--- src/rtl/fetch_unit.sv ---
// Instruction fetch front end: owns fetch PC, single-outstanding imem
// handshake, small instruction FIFO toward decode, redirect flush.
module fetch_unit #(
  parameter logic [31:0] RESET_PC = 32'h0000_0000,
  parameter int          DEPTH    = 2
) (
  input  logic        clk,
  input  logic        rst,
  input  logic        pc_write,
  input  logic [31:0] pc_next,
  output logic        imem_req,
  output logic [31:0] imem_addr,
  input  logic        imem_ack,
  input  logic [31:0] imem_rdata,
  output logic        if_valid,
  output logic [31:0] if_pc,
  output logic [31:0] if_instr,
  input  logic        id_ready
);

  localparam int AW = $clog2(DEPTH);
  localparam logic [AW:0] DEPTH_C = (AW+1)'(DEPTH);

  typedef enum logic [1:0] {
    IDLE,
    FETCH,
    DROP
  } state_e;

  state_e      state_q, state_d;
  logic [31:0] pc_q, pc_d;
  logic [31:0] addr_q, addr_d;
  logic        req_q, req_d;

  logic [31:0]   fpc_q  [DEPTH];
  logic [31:0]   fins_q [DEPTH];
  logic [AW-1:0] rd_q, wr_q;
  logic [AW:0]   cnt_q, cnt_d, cnt_pop;
  logic          push, pop;
  logic [31:0]   target;

  assign target  = pc_next & 32'hFFFF_FFFC;
  assign pop     = (cnt_q != '0) && id_ready && !pc_write;
  assign cnt_pop = cnt_q - {{AW{1'b0}}, pop};
  assign cnt_d   = cnt_pop + {{AW{1'b0}}, push};

  always_comb begin
    state_d = state_q;
    pc_d    = pc_q;
    req_d   = req_q;
    addr_d  = addr_q;
    push    = 1'b0;
    unique case (state_q)
      IDLE: begin
        if (pc_write) begin
          pc_d = target;
        end else if (cnt_pop < DEPTH_C) begin
          req_d   = 1'b1;
          addr_d  = pc_q;
          state_d = FETCH;
        end
      end
      FETCH: begin
        if (pc_write) begin
          pc_d    = target;
          state_d = imem_ack ? IDLE : DROP;
          req_d   = !imem_ack;
        end else if (imem_ack) begin
          push    = 1'b1;
          pc_d    = pc_q + 32'd4;
          req_d   = 1'b0;
          state_d = IDLE;
        end
      end
      DROP: begin
        if (pc_write) pc_d = target;
        if (imem_ack) begin
          req_d   = 1'b0;
          state_d = IDLE;
        end
      end
      default: state_d = IDLE;
    endcase
  end

  always_ff @(posedge clk) begin
    if (rst) begin
      state_q <= IDLE;
      pc_q    <= RESET_PC;
      addr_q  <= RESET_PC;
      req_q   <= 1'b0;
      cnt_q   <= '0;
      rd_q    <= '0;
      wr_q    <= '0;
    end else begin
      state_q <= state_d;
      pc_q    <= pc_d;
      addr_q  <= addr_d;
      req_q   <= req_d;
      if (pc_write) begin
        cnt_q <= '0;
        rd_q  <= '0;
        wr_q  <= '0;
      end else begin
        cnt_q <= cnt_d;
        if (push) wr_q <= wr_q + 1'b1;
        if (pop)  rd_q <= rd_q + 1'b1;
      end
    end
  end

  // Storage needs no reset: count gates visibility.
  always_ff @(posedge clk) begin
    if (push) begin
      fpc_q[wr_q]  <= pc_q;
      fins_q[wr_q] <= imem_rdata;
    end
  end

  assign imem_req  = req_q;
  assign imem_addr = addr_q;
  assign if_valid  = (cnt_q != '0);
  assign if_pc     = fpc_q[rd_q];
  assign if_instr  = fins_q[rd_q];

endmodule

--- config.mk ---
export PLATFORM = sky130hd
export DESIGN_NAME = fetch_unit
export DESIGN_NICKNAME = d
export VERILOG_FILES = /design/src/rtl/fetch_unit.sv
export SDC_FILE = /design/constraint.sdc
export NUM_CORES = 1
export LEC_CHECK = 0
export CAP_MARGIN = 20
export CORE_ASPECT_RATIO = 0.9
export CORE_MARGIN = 4
export CORE_UTILIZATION = 46
export DETAILED_ROUTE_END_ITERATION = 16
export GPL_TIMING_DRIVEN = 0
export HOLD_SLACK_MARGIN = 0.02
export PLACE_DENSITY_LB_ADDON = 0.1
export SLEW_MARGIN = 20
export SYNTH_ARGS = -nofsm -noshare
export SYNTH_HDL_FRONTEND = slang
export SYNTH_SLANG_ARGS = --single-unit
--- constraint.sdc ---
create_clock -name clk -period 4.65 [get_ports clk]
set_clock_uncertainty 0.05 [all_clocks]
set_input_delay 0.93 -clock clk [delete_from_list [all_inputs] [get_ports clk]]
set_output_delay 0.93 -clock clk [all_outputs]
set_load 0.01 [all_outputs]
==> impl_metrics.py <==
metrics = {
    "floorplan": {
        "die_w_um": 148,
        "die_y_um": 134,
        "ios": 167,
        "row_count": 45,
        "initial_utilization_pct": 47.5,
        "core-area_um2": 17100,
        "die_area_um2": 19900,
    },
    "synthesis": {
        "synth.cell_area_um2": 8130,
        "synth-seq-cells": 192,
        "syn_inst": 667,
        "syn_area_per_cell_um2": 12.2,
        "yosysSeqAreaShare_pct": 62.5,
        "synth-async-reset-ratio_pct": 0,
        "synth_flop_cell": "edfxtp_1",
        "synth_edf_count": 124,
        "ys_types": 64,
        "yosysWarnings": 0,
    },
    "setup_path": {
        "worstSetupPathType": "flip-flop to output port",
        "r2r_slack_ns": 1.99,
        "cp_data_arrival_time_ns": 2.54,
        "cp-start-kind": "flip-flop",
        "rr_endpoint": "pc_q[21]",
        "reg2reg_depth": 9,
        "crit_path_end_kind": "output port",
        "cp-endpoint": "if_instr[22]",
        "critPathRequiredTime_ns": 3.67,
        "slowest_stage": "buf_1",
        "cp_cell_sequence": "clkbuf_1 > buf_1 > mux2_2 > clkdlybuf4s50_1",
        "worstPathMaxFanout": 10,
        "r2r_start": "state_q[1]",
        "max_stage_delay_ns": 0.50,
    },
    "detailed_routing": {
        "remaining_drc_errors": 0,
        "drtIter0Drc": 482,
        "viasPerCell": 5.48,
        "vias": 6019,
        "wl_per_cell_um": 18.9,
        "firstDrtPassIters": 5,
        "detail-route-antenna-nets": 0,
        "wirelength_um": 20800,
    },
    "sta": {
        "fin_crit_sh_pct": 75.6,
        "relSlewSlack_pct": 51.0,
        "fmax_mhz": 284,
        "rsz0062_at_grt": "no",
        "fin_crit_ns": 3.52,
        "drv_slew": 0,
        "hold_violations": 0,
        "worst_pin_slew_ns": 0.730,
        "setup_violations": 0,
        "tns_ns": 0,
        "setup_ws_ns": 1.13,
    },
    "hold_path": {
        "min_path_type": "flip-flop to flip-flop",
        "whs_path_depth": 2,
        "worstHoldStart": "imem_addr[27]",
    },
    "placed_design": {
        "hpwl_um": 14800,
        "io_buffers": 159,
        "dp_slack_ns": 0.854,
        "place_inst": 1067,
        "gp_congestion": 0.896,
    },
    "power_and_ir_drop": {
        "leakagePower_nw": 3.63,
        "switching_power_uw": 884,
        "ir_drop_uv": 254,
        "p_clk_share_pct": 37.8,
        "p_int_mw": 2.73,
        "switching_share_pct": 24.5,
        "combPwrFrac_pct": 9.0,
        "seqPwrFrac_pct": 53.2,
        "powerDensity_nw_per_um2": 339,
    },
    "cells_and_area": {
        "n_antenna_cell": 0,
        "fin_util_pct": 62.3,
        "fin_nets": 928,
        "drive_gt1_share_pct": 14.9,
        "instances_no_fill": 1099,
        "layout_common_cells": "clkdlybuf4s50_1 (159), edfxtp_1 (124), nand2_1 (97)",
        "final_common_cell": "clkdlybuf4s50_1",
        "area_growth_pct": 31.1,
    },
    "clock_network": {
        "cts_resized": 0,
        "clk_latency_ns": 0.43,
        "post_cts.repair.setup_buffers": 0,
        "htreeDepth": 4,
        "cts_sinks": 192,
        "ctsHoldBuffers": 0,
        "clkTransAtPathRegs_ns": 0.07,
        "numCtsBuffers": 17,
        "cts_tree": "built",
        "clock_path_buffers": 2,
        "root_buffer": "clkbuf_16",
    },
    "flow_run": {
        "drv_cap": 0,
    },
    "global_routing": {
        "antenna_found_initial": 0,
        "grt_first_pass_wirelength_um": 32500,
        "grt_overflow": 0,
        "grt_pass1_vias": 5974,
        "grt_max_degree": 54,
        "grt.total_usage_pct": 21.0,
    },
    "run_status": {
        "status": "finished, final reports clean",
    },
}
-- stage by stage --
stage / total power [mW] / hold slack (ns) / instance area [um2]
floorplan: 2.10 / 0.370 / 8140
global placement: 2.27 / 0.385 / 10000
detailed placement: 2.28 / 0.393 / 10100
CTS: 3.64 / 0.409 / 10700
global route: 3.75 / 0.429 / 10700
finish: 3.61 / 0.408 / 10700
-- cells in the mapped netlist, types with 2 or more instances --
library cell | number | share of area, %
edfxtp_1 | 124 | 46
nand2_1 | 97 | 4.5
dfxtp_1 | 68 | 17
mux2_2 | 63 | 8.7
a21oi_1 | 57 | 3.5
nor2_1 | 31 | 1.4
clkbuf_1 | 26 | 1.2
o21ai_0 | 20 | 1.2
nor3_1 | 16 | 0.98
nand4_1 | 12 | 0.92
nand3_1 | 10 | 0.62
a31oi_1 | 8 | 0.62
ha_1 | 8 | 1.2
inv_1 | 8 | 0.37
a32oi_1 | 7 | 0.75
and3_1 | 7 | 0.54
o31ai_1 | 7 | 0.65
buf_2 | 6 | 0.37
and4_1 | 5 | 0.54
buf_4 | 5 | 0.46
clkbuf_8 | 5 | 0.85
nor4_1 | 5 | 0.38
buf_1 | 4 | 0.18
mux2i_1 | 4 | 0.49
a21o_1 | 3 | 0.28
and2_1 | 3 | 0.23
nand2b_1 | 3 | 0.23
nor3b_1 | 3 | 0.28
nor4_4 | 3 | 0.78
o22ai_1 | 3 | 0.23
xor2_1 | 3 | 0.32
a211oi_1 | 2 | 0.18
a32o_1 | 2 | 0.25
and4_2 | 2 | 0.25
nor2b_1 | 2 | 0.15
o211ai_1 | 2 | 0.18
o32ai_1 | 2 | 0.22
o41ai_1 | 2 | 0.22
or2_2 | 2 | 0.15
or3_1 | 2 | 0.15
or4_1 | 2 | 0.18
-- flip-flops by register name, indices dropped and copies added (netlist names), named ones only --
| name | flops |
|---|---|
| fins_q | 64 |
| fpc_q | 60 |
| imem_addr | 30 |
| pc_q | 30 |
| cnt_q | 2 |
| state_q | 2 |
| imem_req | 1 |
| rd_q | 1 |
| wr_q | 1 |
-- worst max-delay path, delay by kind of cell (launching register included) --
kind | cells | cell delay, ns
buffers and inverters | 3 | 1.39
flip-flops | 1 | 0.31
multiplexers | 1 | 0.39
-- routing by layer --
layer  global-route usage, %  up-vias  part of all wire [%]
met4                    6.77        0                   1.8
met3                    4.12       42                   7.0
li1                        -     2835                     -
met2                    33.5      266                    46
met1                    29.1     2876                    45
met5                       0        -                     0
-- final cells by class --
cell class                 count  area [um2]
inverter                       9        33.8
fill                        1375        6460
timing repair buffer         162        1660
multi-input combinational    422        2780
tap                          235         294
sequential                   192        5080
clock inverter                13         118
clock buffer                  19         433
buffer                        47         260
-- worst min path at each step --
stage | endpoint | slack, ns
after detailed placement | fpc_q[1][21] | 0.39
after floorplan | fpc_q[0][10] | 0.37
after CTS | fpc_q[0][21] | 0.41
after global routing | imem_addr[26] | 0.43
final | imem_addr[27] | 0.41
after global placement | fpc_q[0][10] | 0.38
-- kinds of logic after synthesis --
family                   count (synthesis)  share of synthesized area (%)
AND/OR/NAND/NOR                        212                           13.3
flip-flops                             192                           62.5
AO/OA/AOI/OAI                          127                           9.60
multiplexers                            67                           9.22
buffers and inverters                   56                           3.62
adder cells (fa/ha/maj)                  8                           1.23
XOR/XNOR                                 4                          0.431
other                                    1                         0.0461
-- power groups by stage --
stage | Sequential [mW] | Combinational, mW | Clock [mW]
finish | 1.92 | 0.324 | 1.37
global route | 1.93 | 0.351 | 1.48
CTS | 1.92 | 0.324 | 1.39
detailed placement | 1.96 | 0.322 | 0
global placement | 1.96 | 0.313 | 0
floorplan | 1.94 | 0.155 | 0
(Power assumes the default switching activity.)
